==> src/rtl/shifter_pipelined.sv <==
// Pipelined log-shifter: one stage per shamt bit, each followed by a register.
// Supports SLL, SRL, SRA and ROL, with a valid/ready handshake on both sides.
module shifter_pipelined #(
  parameter  int N = 32,
  localparam int L = $clog2(N)
) (
  input  logic         clk,
  input  logic         rst,
  input  logic         in_valid,
  output logic         in_ready,
  input  logic [N-1:0] in,
  input  logic [L-1:0] shamt,
  input  logic [1:0]   op,
  output logic         out_valid,
  input  logic         out_ready,
  output logic [N-1:0] out
);

  typedef enum logic [1:0] {
    OP_SLL = 2'b00,
    OP_SRL = 2'b01,
    OP_SRA = 2'b10,
    OP_ROL = 2'b11
  } op_e;

  logic advance;

  // The SRA fill comes from the sign bit captured at entry, not from the
  // partially shifted operand.
  function automatic logic [N-1:0] shift_by(input logic [N-1:0] d, input op_e o,
                                            input logic sign, input int unsigned s);
    logic [N-1:0] r;
    r = d;
    case (o)
      OP_SLL: r = d << s;
      OP_SRL: r = d >> s;
      OP_SRA: r = (d >> s) | ({N{sign}} & ~({N{1'b1}} >> s));
      OP_ROL: r = (d << s) | (d >> (N - s));
      default: r = d;
    endcase
    return r;
  endfunction

  assign out_valid = g_stage[L-1].valid_q;
  assign out       = g_stage[L-1].data_q;
  assign advance   = !out_valid || out_ready;
  assign in_ready  = advance;

  for (genvar k = 0; k < L; k++) begin : g_stage
    localparam int unsigned S = 1 << k;

    // Stage k only needs shamt bits k..L-1; bit 0 of src_sh is its own select.
    logic [L-k-1:0] src_sh;
    logic [N-1:0]   src_data;
    op_e            src_op;
    logic           src_sign;
    logic           src_valid;

    logic [N-1:0] data_d, data_q;
    logic         valid_d, valid_q;

    if (k == 0) begin : g_src
      assign src_data  = in;
      assign src_sh    = shamt;
      assign src_op    = op_e'(op);
      assign src_sign  = in[N-1];
      assign src_valid = in_valid;
    end else begin : g_src
      assign src_data  = g_stage[k-1].data_q;
      assign src_sh    = g_stage[k-1].g_carry.sh_q;
      assign src_op    = g_stage[k-1].g_carry.op_q;
      assign src_sign  = g_stage[k-1].g_carry.sign_q;
      assign src_valid = g_stage[k-1].valid_q;
    end

    // NOTE: every always_comb output gets a default (hold) first, so no
    // path leaves a variable unassigned and no latch is inferred.
    always_comb begin
      data_d  = data_q;
      valid_d = valid_q;
      if (advance) begin
        valid_d = src_valid;
        data_d  = src_sh[0] ? shift_by(src_data, src_op, src_sign, S) : src_data;
      end
    end

    // NOTE: sequential state uses non-blocking assignments only, so every
    // stage samples its predecessor's pre-edge value.
    always_ff @(posedge clk) begin
      if (rst) begin
        data_q  <= '0;
        valid_q <= 1'b0;
      end else begin
        data_q  <= data_d;
        valid_q <= valid_d;
      end
    end

    // The final stage only presents data; control fields stop one stage earlier.
    if (k < L - 1) begin : g_carry
      logic [L-k-2:0] sh_d, sh_q;
      op_e            op_d, op_q;
      logic           sign_d, sign_q;

      always_comb begin
        sh_d   = sh_q;
        op_d   = op_q;
        sign_d = sign_q;
        if (advance) begin
          sh_d   = src_sh[L-k-1:1];
          op_d   = src_op;
          sign_d = src_sign;
        end
      end

      always_ff @(posedge clk) begin
        if (rst) begin
          sh_q   <= '0;
          op_q   <= OP_SLL;
          sign_q <= 1'b0;
        end else begin
          sh_q   <= sh_d;
          op_q   <= op_d;
          sign_q <= sign_d;
        end
      end
    end
  end

endmodule

==> config.mk <==
export PLATFORM = sky130hd
export DESIGN_NAME = shifter_pipelined
export DESIGN_NICKNAME = d
export VERILOG_FILES = /design/src/rtl/shifter_pipelined.sv
export SDC_FILE = /design/constraint.sdc
export NUM_CORES = 1
export LEC_CHECK = 0
export CORE_UTILIZATION = 45
export DETAILED_ROUTE_END_ITERATION = 7
export PLACE_DENSITY = 0.64
export SYNTH_ARGS = -nofsm -noshare
export SYNTH_HDL_FRONTEND = slang
export SYNTH_SLANG_ARGS = --single-unit
==> constraint.sdc <==
create_clock -name clk -period 1.5 [get_ports clk]
set_clock_uncertainty 0.1 [all_clocks]
set_input_delay 0.3 -clock clk [delete_from_list [all_inputs] [get_ports clk]]
set_output_delay 0.3 -clock clk [all_outputs]
set_load 0.05 [all_outputs]
-- Word-level counts from Yosys, hierarchy flattened
Cells that the tools add are included.
- add/subtract/negate cells: 0
- multiply operators: 0
- divide/modulo/power cells: 0
- order comparisons: 0
- eq/ne operators: 15
- shift operators: 0
- mux-type cells: 10
- bitwise logic cells: 10
- reduce and logical (&&, ||, !) cells: 7
- operators by type and width (kind ; number):
    32-bit one-hot mux with 4 select lines ; 5
    32-bit two-way mux ; 5
    16-bit by 32-bit OR with 32-bit output ; 1
    24-bit by 32-bit OR with 32-bit output ; 1
    28-bit by 32-bit OR with 32-bit output ; 1
    30-bit by 32-bit OR with 32-bit output ; 1
    31-bit by 32-bit OR with 32-bit output ; 1
    32-bit by 1-bit OR with 32-bit output ; 1
    32-bit by 16-bit OR with 32-bit output ; 1
    32-bit by 2-bit OR with 32-bit output ; 1
    32-bit by 4-bit OR with 32-bit output ; 1
    32-bit by 8-bit OR with 32-bit output ; 1
    2-bit == test, second input constant ; 10
    2-bit by 1-bit == test with 1-bit output, second input constant ; 5
    2-bit zero test ; 5
    1-bit zero test ; 1
    1-bit logical OR ; 1
- flip-flop bits (word level): 187
- bits in latches: 0
- bits in writable memories: 0
- ROM bits: 0
- bits of input ports: 43
- output and inout port bits: 34
- word-level logic and storage cells: 64
- memories kept: 0

-- Longest topological paths before layout
Gate-level depths: netlist (run 1).
- depth in word-level cells: 3
- depth in mapped cells: 7
- gate-level depth less buffers: 4

-- Worst setup path before layout (run 1)
OpenSTA, ideal clock, no wires.
- path kind: reg2reg
- start point: reg g_stage[4].valid_q (netlist: out_valid)
- end point: reg g_stage[0].data_q[2]
- library setup time: 92 ps
- data arrival time: 1606 ps
- required time: 1308 ps
- path slack: -299 ps
- stages on the path, launching flop included: 7
- path buffers: 3
- clock period less this slack: 1799 ps
- cell sequence: dfxtp_1 -> nor2b_1 -> buf_6 -> inv_4 -> buf_4 -> buf_2 -> o32ai_1
- cells in the longest elaborated chain, start to end: 2
- ends and longest elaborated chain (what ; line ; RTL):
    start: declaration ; 60 ; logic valid_d, valid_q;
    start signal: assignment ; 95 ; valid_q <= valid_d;
    1-bit zero test ; 46 ; assign advance = !out_valid || out_ready;
    1-bit logical OR ; 46 ;
    via in_ready ; 10 ; output logic in_ready,
    end signal: assignment ; 94 ; data_q <= data_d;
    end: declaration ; 59 ; logic [N-1:0] data_d, data_q;
The timed path passes the listed nets, and every way through them passes these cells.
A chain may end at the register's enable or synchronous reset.

-- Final worst setup path (run 1)
- start point: reg g_stage[4].valid_q (netlist: out_valid)
- end point: reg g_stage[4].data_q[9] (netlist: out[9])
- cells in the longest elaborated chain, start to end: 2
- ends and longest elaborated chain (what ; line):
    1-bit zero test ; 46
    1-bit logical OR ; 46
    end signal: assignment ; 94
    end: declaration ; 59
No other way between the ends.

==> impl_metrics.tcl, run 1 <==
set metrics [dict create \
    power-per-cell-area_mw_per_mm2 853 \
    p_leak_nw 5.63 \
    cp.arrival_ps 1940 \
    hold_class "in -> reg" \
    vias_per_cell 6.00 \
    vias 10200 \
    grt_max_degree 66 \
    antenna_found_initial 0 \
    cts_inserted_buffers 17 \
    cap_violations 0 \
    synth_nets 1269 \
    grt_usage_pct 26.6 \
    drv_slew 0 \
    cp-start-kind "flop" \
    core_mm2 0.0234 \
    die_area_mm2 0.0244 \
    synth-seq-cells 187 \
    seqPwrFrac_pct 45.2 \
    synthArstFlopShare_pct 0 \
    ys_seq_area_share_pct 35.0 \
    total_power_mw 12.5 \
    p_clk_share_pct 36.2 \
    gp_congestion 0.880 \
    final-hold-violation-count 0 \
    layout_setup_ws_ps -206 \
    syn-cell-area_mm2 0.0107 \
    path_clk_slew_ps 80 \
    grt_pass1_wl_mm 51.1 \
    ys.flop_type "dfxtp_1" \
    avgRoutedWirePerCell_um 19.7 \
    layout-drive-gt1-share_pct 26.9 \
    post-route-util_pct 62.5 \
    drtIter0Drc 755 \
    worstPathMaxFanout 8 \
    drtPass1Iterations 6 \
    yosys_warnings 0 \
    htreeDepth 4 \
    wirelength_mm 33.4 \
    crit_top_cell "buf_12" \
    grt_pass1_vias 9569 \
    rsz0062_at_grt "yes" \
    min_period_ps 1710 \
    die_h_um 156 \
    timing.slew.headroom_pct 65.5 \
    worst_slew_pin_slew_ps 516 \
    cp_slowest_stage_delay_ps 340 \
    required_ps 1730 \
    ios 77 \
    tritoncts "built" \
    crit_family "buffers and inverters" \
    critPathCaptureType "flop" \
    postSynthAreaPerCell_um2 8.72 \
    row_count 56 \
    clock_sinks 187 \
    setup-violations-final 148 \
    clockBufferDepth 2 \
    p_switching_mw 3.75 \
    cts_root_buf "clkbuf_16" \
    port_buffers 76 \
    insertion_delay_ps 450 \
    path_class "reg -> reg" \
    vdd_ir_drop_max_mv 0.661 \
    crit_chain "nor2b_4, buf_4, buf_12, buf_12, buf_12, buf_4, a221oi_2, nor3_1" \
    synthesis.instances 1226 \
    place_ws_ps -463 \
    grt.overflow.total 0 \
    n_antenna_cell 0 \
    cp_slowest_cell "dfxtp_4" \
    antenna_left 0 \
    synth-edff-count 0 \
    ys_types 37 \
    run_status "finished with violations" \
    worst-path-buf-inv 5 \
    pwr-share-comb_pct 18.6 \
    start_util_pct 45.7 \
    nNetsFinal 1406 \
    drcViolationCount 0 \
    switching_share_pct 30.1 \
    fin_crit_sh_pct 114 \
    violations "setup timing" \
    p_int_mw 8.72 \
    die_w_um 156 \
    max_freq_mhz 586 \
    syn_to_final_growth_pct 36.8 \
    hpwl_mm 21.8 \
]
[layout make-up]
cell class,instances,area (um2)
fill,1982,8780
multi-input combinational,892,6590
sequential,187,3760
timing repair buffer,257,3260
clock buffer,17,425
tap,319,399
clock inverter,15,154
inverter,8,35.0
[sequential cells by signal, indices dropped and copies added (netlist names)]
name,cells
g_stage.data_q,128
out,32
g_stage.g_carry.sh_q,10
g_stage.g_carry.op_q,8
g_stage.g_carry.sign_q,4
g_stage.valid_q,4
out_valid,1
[worst paths after layout]
path	endpoint	depth (start not counted)	from	slack, ps
setup reg to reg	out[9]	8	out_valid	-210
setup / recovery	out[9]	8	out_valid	-210
hold reg to reg	g_stage[3].valid_q	2	g_stage[3].valid_q	360
hold / removal	out[17]	2	rst	260
[cells by family (layout without fill, tap and decap cells)]
logic type	after synthesis	after routing	synth area share, %
and+or+nand+nor	409	409	23.2
AOI/OAI and AO/OA	354	354	22.3
DFF	187	187	35.0
buffers and inverters	147	297	6.65
muxes	125	125	12.2
xor gates and xnor gates	4	4	0.644
[per-stage QoR]
stage / instance area, um2 / TNS, ps / instances / hold slack (ps)
floorplan: 10700 / 0 / 1226 / 332
global placement: 12900 / -53740 / 1616 / 339
detailed placement: 12900 / -56220 / 1616 / 345
CTS: 13900 / -6850 / 1663 / 250
global route: 14600 / -18000 / 1695 / 273
finish: 14600 / -8270 / 1695 / 262
[cell usage after synthesis, types with 2 or more instances]
| master | count | area share (%) |
|---|---|---|
| clkbuf_1 | 90 | 3.2 |
| clkbuf_2 | 2 | 0.094 |
| nor3_1 | 34 | 1.6 |
| a21oi_1 | 26 | 1.2 |
| a221oi_1 | 57 | 4.7 |
| nor3b_1 | 18 | 1.3 |
| a211oi_1 | 2 | 0.14 |
| nor2b_1 | 4 | 0.23 |
| nand3_1 | 3 | 0.14 |
| nand2_1 | 52 | 1.8 |
| mux2i_1 | 82 | 7.7 |
| dfxtp_1 | 187 | 35 |
| nor2_2 | 2 | 0.12 |
| nand3b_1 | 139 | 9.8 |
| mux2_2 | 43 | 4.5 |
| or3_1 | 18 | 1.1 |
| nor4_1 | 2 | 0.12 |
| inv_1 | 7 | 0.25 |
| o21ai_0 | 123 | 5.8 |
| xnor2_2 | 2 | 0.30 |
| buf_6 | 8 | 0.84 |
| buf_4 | 10 | 0.70 |
| buf_8 | 2 | 0.28 |
| buf_2 | 27 | 1.3 |
| o2111a_1 | 2 | 0.21 |
| a31o_2 | 16 | 1.3 |
| o32ai_1 | 2 | 0.16 |
| nor2_1 | 40 | 1.4 |
| o31ai_1 | 123 | 8.6 |
| nand2b_1 | 96 | 5.6 |
[cell usage in the layout, fill, tap and decap left out, types with 5 or more instances in the layout]
cell type / instances
a21oi_1: 25
a221oi_1: 25
a221oi_2: 28
a31o_2: 16
buf_12: 69
buf_16: 5
buf_4: 112
buf_6: 16
clkbuf_16: 27
clkdlybuf4s50_1: 39
dfxtp_1: 178
dfxtp_2: 6
inv_1: 7
inv_6: 6
mux2_2: 43
mux2i_1: 81
nand2_1: 52
nand2b_1: 96
nand3b_1: 139
nor2_1: 39
nor3_1: 28
nor3_2: 6
nor3b_1: 18
o21ai_0: 123
o31ai_1: 122
or3_1: 17
[power by group through the flow]
stage	Clock (mW)	Sequential [mW]	Combinational, mW
after floorplan	0	5.69	1.22
after global placement	0	5.73	2.07
after detailed placement	0	5.73	2.10
after CTS	4.53	5.62	2.20
after global routing	4.75	5.67	2.48
final	4.51	5.64	2.32
[routing by layer]
layer,part of all wire (%),wire length (um),global-route usage (%),up-vias
met5,0,0,0,-
met4,3.6,1190,11.3,0
met3,5.2,1730,3.81,92
met2,49,16400,45.0,354
met1,42,14100,33.8,4858
li1,-,-,-,4864
[repair_timing]
item                       CTS  global route
pin swaps                   10             9
setup endpoints to repair  100           172
gates cloned                 5            11
hold buffers                 0             0
gates resized for setup     48            52
buffers inserted            10            21
(Power assumes the default switching activity.)
==> inputs of run 2 (changes only) <==
CAP_MARGIN = 0   (was unset)
CORE_ASPECT_RATIO = 1.1   (was unset)
==> run 2 against run 1 <==
  * The run still ends with setup timing left
  * Fmax up 0.70%
  * Sequential power about the same
  * Largest power group unchanged
  * Die area about the same
  * Cell area up 1.9%
  * Critical path type is now reg -> out
  * Wire length up 4.9%
  * Register-to-register slack better by 40 ps
  * First-iteration DRC count down 0.13%
  * Critical endpoint is now in_ready
  * Sequential share of layout area down 0.45 points
  * Power up 1.0%
  * Via count down 0.73%
  * Combinational power up 2%
==> impl_metrics.tcl, run 2 (synthesized netlist as in run 1, its figures left out) <==
set metrics [dict create \
    run_status "finished with violations" \
    violations "setup timing" \
    port_buffers 76 \
    tritoncts "built" \
    total_power_mw 12.6 \
    crit_top_cell "buf_12" \
    critPathLaunch "out_valid" \
    grt_pass1_vias 9385 \
    core_mm2 0.0231 \
    grt.overflow.total 0 \
    p_leak_nw 5.68 \
    r2r_setup_slack_ps -170 \
    setup-violations-final 158 \
    grt_usage_pct 26.6 \
    cp_slowest_stage_delay_ps 350 \
    worstPathMaxFanout 2 \
    path_class "reg -> out" \
    timing.slew.headroom_pct 70.0 \
    row_count 58 \
    clock_sinks 187 \
    largest_reg_flops 128 \
    hpwl_mm 22.4 \
    layout_setup_ws_ps -194 \
    insertion_delay_ps 440 \
    avgRoutedWirePerCell_um 21.1 \
    drcViolationCount 0 \
    final_common_cell "dfxtp_1" \
    syn_to_final_growth_pct 39.4 \
    grt_pass1_wl_mm 50.9 \
    layout-drive-gt1-share_pct 27.0 \
    vias 10100 \
    worst_slew_pin_slew_ps 449 \
    gp_congestion 0.851 \
    final_cell_mix "dfxtp_1, nand3b_1, o31ai_1, o21ai_0, nand2b_1" \
    antenna_found_initial 0 \
    crit_chain "nor2b_4, inv_6, buf_12, buf_12" \
    drv_slew 0 \
    final.setup.tns_ps -13040 \
    cap_violations 0 \
    fillers 1850 \
    dpl.cell_count 1587 \
    antenna_left 0 \
    cp-start-kind "flop" \
    min_from "rst" \
    htreeDepth 4 \
    place_ws_ps -413 \
    drtIter0Drc 754 \
    die_area_mm2 0.0244 \
    cp.arrival_ps 1290 \
    r2r-start "out_valid" \
    cts_inserted_buffers 17 \
    start_util_pct 46.3 \
    top_register "g_stage.data_q" \
    final-hold-violation-count 0 \
    critPathCaptureType "output port" \
    die_h_um 164 \
    max_freq_mhz 590 \
    vdd_ir_drop_max_mv 0.710 \
    clockBufferDepth 2 \
    n_antenna_cell 0 \
    power-per-cell-area_mw_per_mm2 845 \
    fin_crit_sh_pct 113 \
    grt_max_degree 64 \
    path_clk_slew_ps 80 \
    min_period_ps 1690 \
    required_ps 1100 \
    rsz0062_at_grt "yes" \
    ios 77 \
    wirelength_mm 35.0 \
    vias_per_cell 6.08 \
    drtPass1Iterations 5 \
    die_w_um 149 \
    nNetsFinal 1390 \
    cp_slowest_cell "dfxtp_4" \
    cts_root_buf "clkbuf_16" \
    hold_class "in -> reg" \
    layoutNonFillerInstCount 1660 \
]
run 2: cell types whose count changed in the layout (fill, tap and decap cells not counted), moves of 4 or more:
cell	change
buf_6	-5
inv_8	+4
buf_4	-27
a221oi_4	+10
buf_12	+12
a221oi_1	-11
run 2: metal layers:
layer  global-route usage [%]  vias to the layer above  wire [um]
met5                        0                        -          0
met4                     10.2                        0       1240
met3                     3.60                       81       1670
met2                     46.6                      362      17800
met1                     32.9                     4829      14400
li1                         -                     4822          -
run 2: power breakdown:
part	total [mW]	internal (mW)	switching [mW]
Clock	4.58	2.29	2.29
Sequential	5.64	5.28	0.365
Combinational	2.37	1.24	1.13
Total	12.6	8.80	3.79
run 2: per-stage QoR:
step | area, um2 | hold WS [ps] | utilization [%]
2_1_floorplan | 10700 | 332 | -
3_3_place_gp | 12900 | 339 | 55.9
3_5_place_dp | 12900 | 349 | 55.9
4_1_cts | 14100 | 46.6 | 61.0
5_1_grt | 14900 | 58.4 | 64.6
6_report | 14900 | 50.1 | 64.6
run 2: critical path, delay by kind of cell (launching register included):
kind | cells | cell delay [ps]
DFF | 1 | 350
buffers and inverters | 3 | 310
and+or+nand+nor | 1 | 190
run 2: what timing repair did:
action	in CTS	in global routing
hold buffers	0	0
gates resized for setup	58	73
setup endpoints to repair	94	183
pin swaps	5	20
buffers inserted	13	11
gates cloned	5	14
run 2: worst paths after layout:
path,end,depth (start not counted)
setup / recovery,in_ready,4
hold / removal,g_stage[3].g_carry.op_q[0],2
setup reg to reg,g_stage[0].data_q[2],7
hold reg to reg,g_stage[0].g_carry.sh_q[1],2
run 2: cell type report:
type                    instances  area (um2)  area share (%)
repair buffers                241        3330            22.4
flip-flops and latches        187        3770            25.3
clock buffers                  19         443            2.97
clock inverters                13         139           0.932
inverters                       8        35.0           0.235
multi-input cells             892        6810            45.7
well taps                     300         375            2.52
==> inputs of run 3 (changes only) <==
ABC_CLOCK_PERIOD_IN_PS = 1500   (was unset)
CORE_UTILIZATION = 47   (was 45)
PLACE_DENSITY = 0.67   (was 0.64)
==> run 3 against run 2 <==
  * The flow still finishes with violations (setup timing)
  * Cell count fell by 2.0%
  * Critical path depth did not move
  * Global-route usage rose by 0.12 points
  * Via count fell by 1.5%
  * Critical endpoint unchanged
==> impl_metrics.tcl, run 3 (synthesized netlist as in run 1, its figures left out) <==
set metrics [dict create \
    required_ps 1100 \
    cap_violations 0 \
    path_class "reg -> out" \
    min_period_ps 1660 \
    timing.slew.headroom_pct 70.2 \
    r2r_end "g_stage[1].data_q[24]" \
    grt_max_degree 83 \
    tritoncts "built" \
    gp_congestion 0.853 \
    core_mm2 0.0222 \
    r2r_setup_slack_ps -120 \
    drcViolationCount 0 \
    worstPathMaxFanout 3 \
    top_register "g_stage.data_q" \
    grt_pass1_vias 9457 \
    p_switching_mw 3.69 \
    crit_family "flip-flops" \
    run_status "finished with violations" \
    pwr-share-comb_pct 18.2 \
    grt.overflow.total 0 \
    critPathCaptureType "output port" \
    p_int_mw 8.66 \
    grt_pass1_wl_mm 50.2 \
    endpoint "in_ready" \
    p_clk_share_pct 36.2 \
    wirelength_mm 32.4 \
    hold_class "in -> reg" \
    antenna_found_initial 0 \
    drtIter0Drc 916 \
    post-route-util_pct 64.0 \
    seqPwrFrac_pct 45.6 \
    p_leak_nw 5.39 \
    clockBufferDepth 2 \
    insertion_delay_ps 440 \
    nNetsFinal 1362 \
    cp.arrival_ps 1260 \
    final.setup.tns_ps -1630 \
    antenna_left 0 \
    syn_to_final_growth_pct 32.8 \
    cp-start-kind "flop" \
    die_w_um 146 \
    vias 9939 \
    crit_chain "nor2b_4, inv_4, buf_6, buf_8" \
    vdd_ir_drop_max_mv 0.715 \
    n_antenna_cell 0 \
    drtPass1Iterations 5 \
    cts_inserted_buffers 17 \
    critPathLaunch "out_valid" \
    switching_share_pct 29.9 \
    r2r-start "out_valid" \
    worst-path-buf-inv 3 \
    row_count 57 \
    total_power_mw 12.4 \
    largest_reg_flops 128 \
    port_buffers 76 \
    max_freq_mhz 603 \
    ios 77 \
    cp_slowest_stage_delay_ps 340 \
    final-hold-violation-count 0 \
    power-per-cell-area_mw_per_mm2 870 \
    path_clk_slew_ps 80 \
    reg2reg_depth 6 \
    clock_sinks 187 \
    die_area_mm2 0.0234 \
    final_common_cell "dfxtp_1" \
    layout-drive-gt1-share_pct 25.3 \
    rsz0062_at_grt "yes" \
    die_h_um 160 \
    min_from "rst" \
    final_cell_mix "dfxtp_1, nand3b_1, o31ai_1, o21ai_0, nand2b_1" \
    layout_setup_ws_ps -159 \
    hpwl_mm 21.4 \
    fin_crit_sh_pct 111 \
    timing.hold.ws_ps 183 \
    cts_root_buf "clkbuf_16" \
    cp.depth 4 \
    violations "setup timing" \
    vias_per_cell 6.11 \
    cp_slowest_cell "dfxtp_4" \
    avgRoutedWirePerCell_um 19.9 \
    htreeDepth 4 \
    grt_usage_pct 26.8 \
    setup-violations-final 44 \
    drv_slew 0 \
    worst_slew_pin_slew_ps 447 \
    start_util_pct 48.2 \
]
run 3: worst min-delay path by stage:
stage / endpoint / slack (ps) / depth (start not counted)
floorplan: g_stage[0].g_carry.sh_q[1] / 330 / 2
global placement: g_stage[1].g_carry.sh_q[2] / 340 / 2
detailed placement: g_stage[1].valid_q / 350 / 2
CTS: g_stage[3].data_q[26] / 170 / 2
global route: g_stage[3].data_q[26] / 190 / 2
finish: g_stage[3].data_q[26] / 180 / 2
run 3: stage by stage:
step	cell area, um2	setup slack [ps]	std cells
2_1_floorplan	10700	2.86	1226
3_3_place_gp	12600	-361	1569
3_5_place_dp	12600	-372	1569
4_1_cts	13600	-194	1617
5_1_grt	14200	-214	1627
6_report	14200	-159	1627
run 3: per-layer routing:
layer  wire length [um]  global-route usage [%]
met5                  0                       0
met4               1440                    13.6
met3               1500                    3.11
met2              16000                    45.4
met1              13500                    33.4
run 3: repair_timing:
| action | 4_1_cts | 5_1_grt |
|---|---|---|
| pin swaps | 2 | 27 |
| buffers inserted | 12 | 4 |
| hold buffers | 0 | 0 |
| endpoints found under the setup margin | 84 | 167 |
| cloned | 4 | 6 |
| gates resized for setup | 41 | 87 |
run 3: worst register-to-register path, cell delays in order (launching register included):
cell	delay, ps
dfxtp_4	340
nor2b_4	130
inv_4	60
buf_6	220
buf_16	210
o21ai_0	150
o31ai_1	290
run 3: power by group through the flow:
stage,clock network [mW],registers [mW],logic [mW]
2_1_floorplan,0,5.69,1.22
3_3_place_gp,0,5.72,2.01
3_5_place_dp,0,5.73,2.04
4_1_cts,4.51,5.61,2.12
5_1_grt,4.70,5.67,2.40
6_report,4.47,5.64,2.25
run 3: final cells by class:
cell class                      instances  area [um2]
Timing Repair Buffer                  213        2690
Clock buffer                           18         429
Sequential cell                       187        3770
Multi-Input combinational cell        892        6770
Inverter                                8        32.5
Tap cell                              295         369
Fill cell                            1793        7980
Clock inverter                         14         149
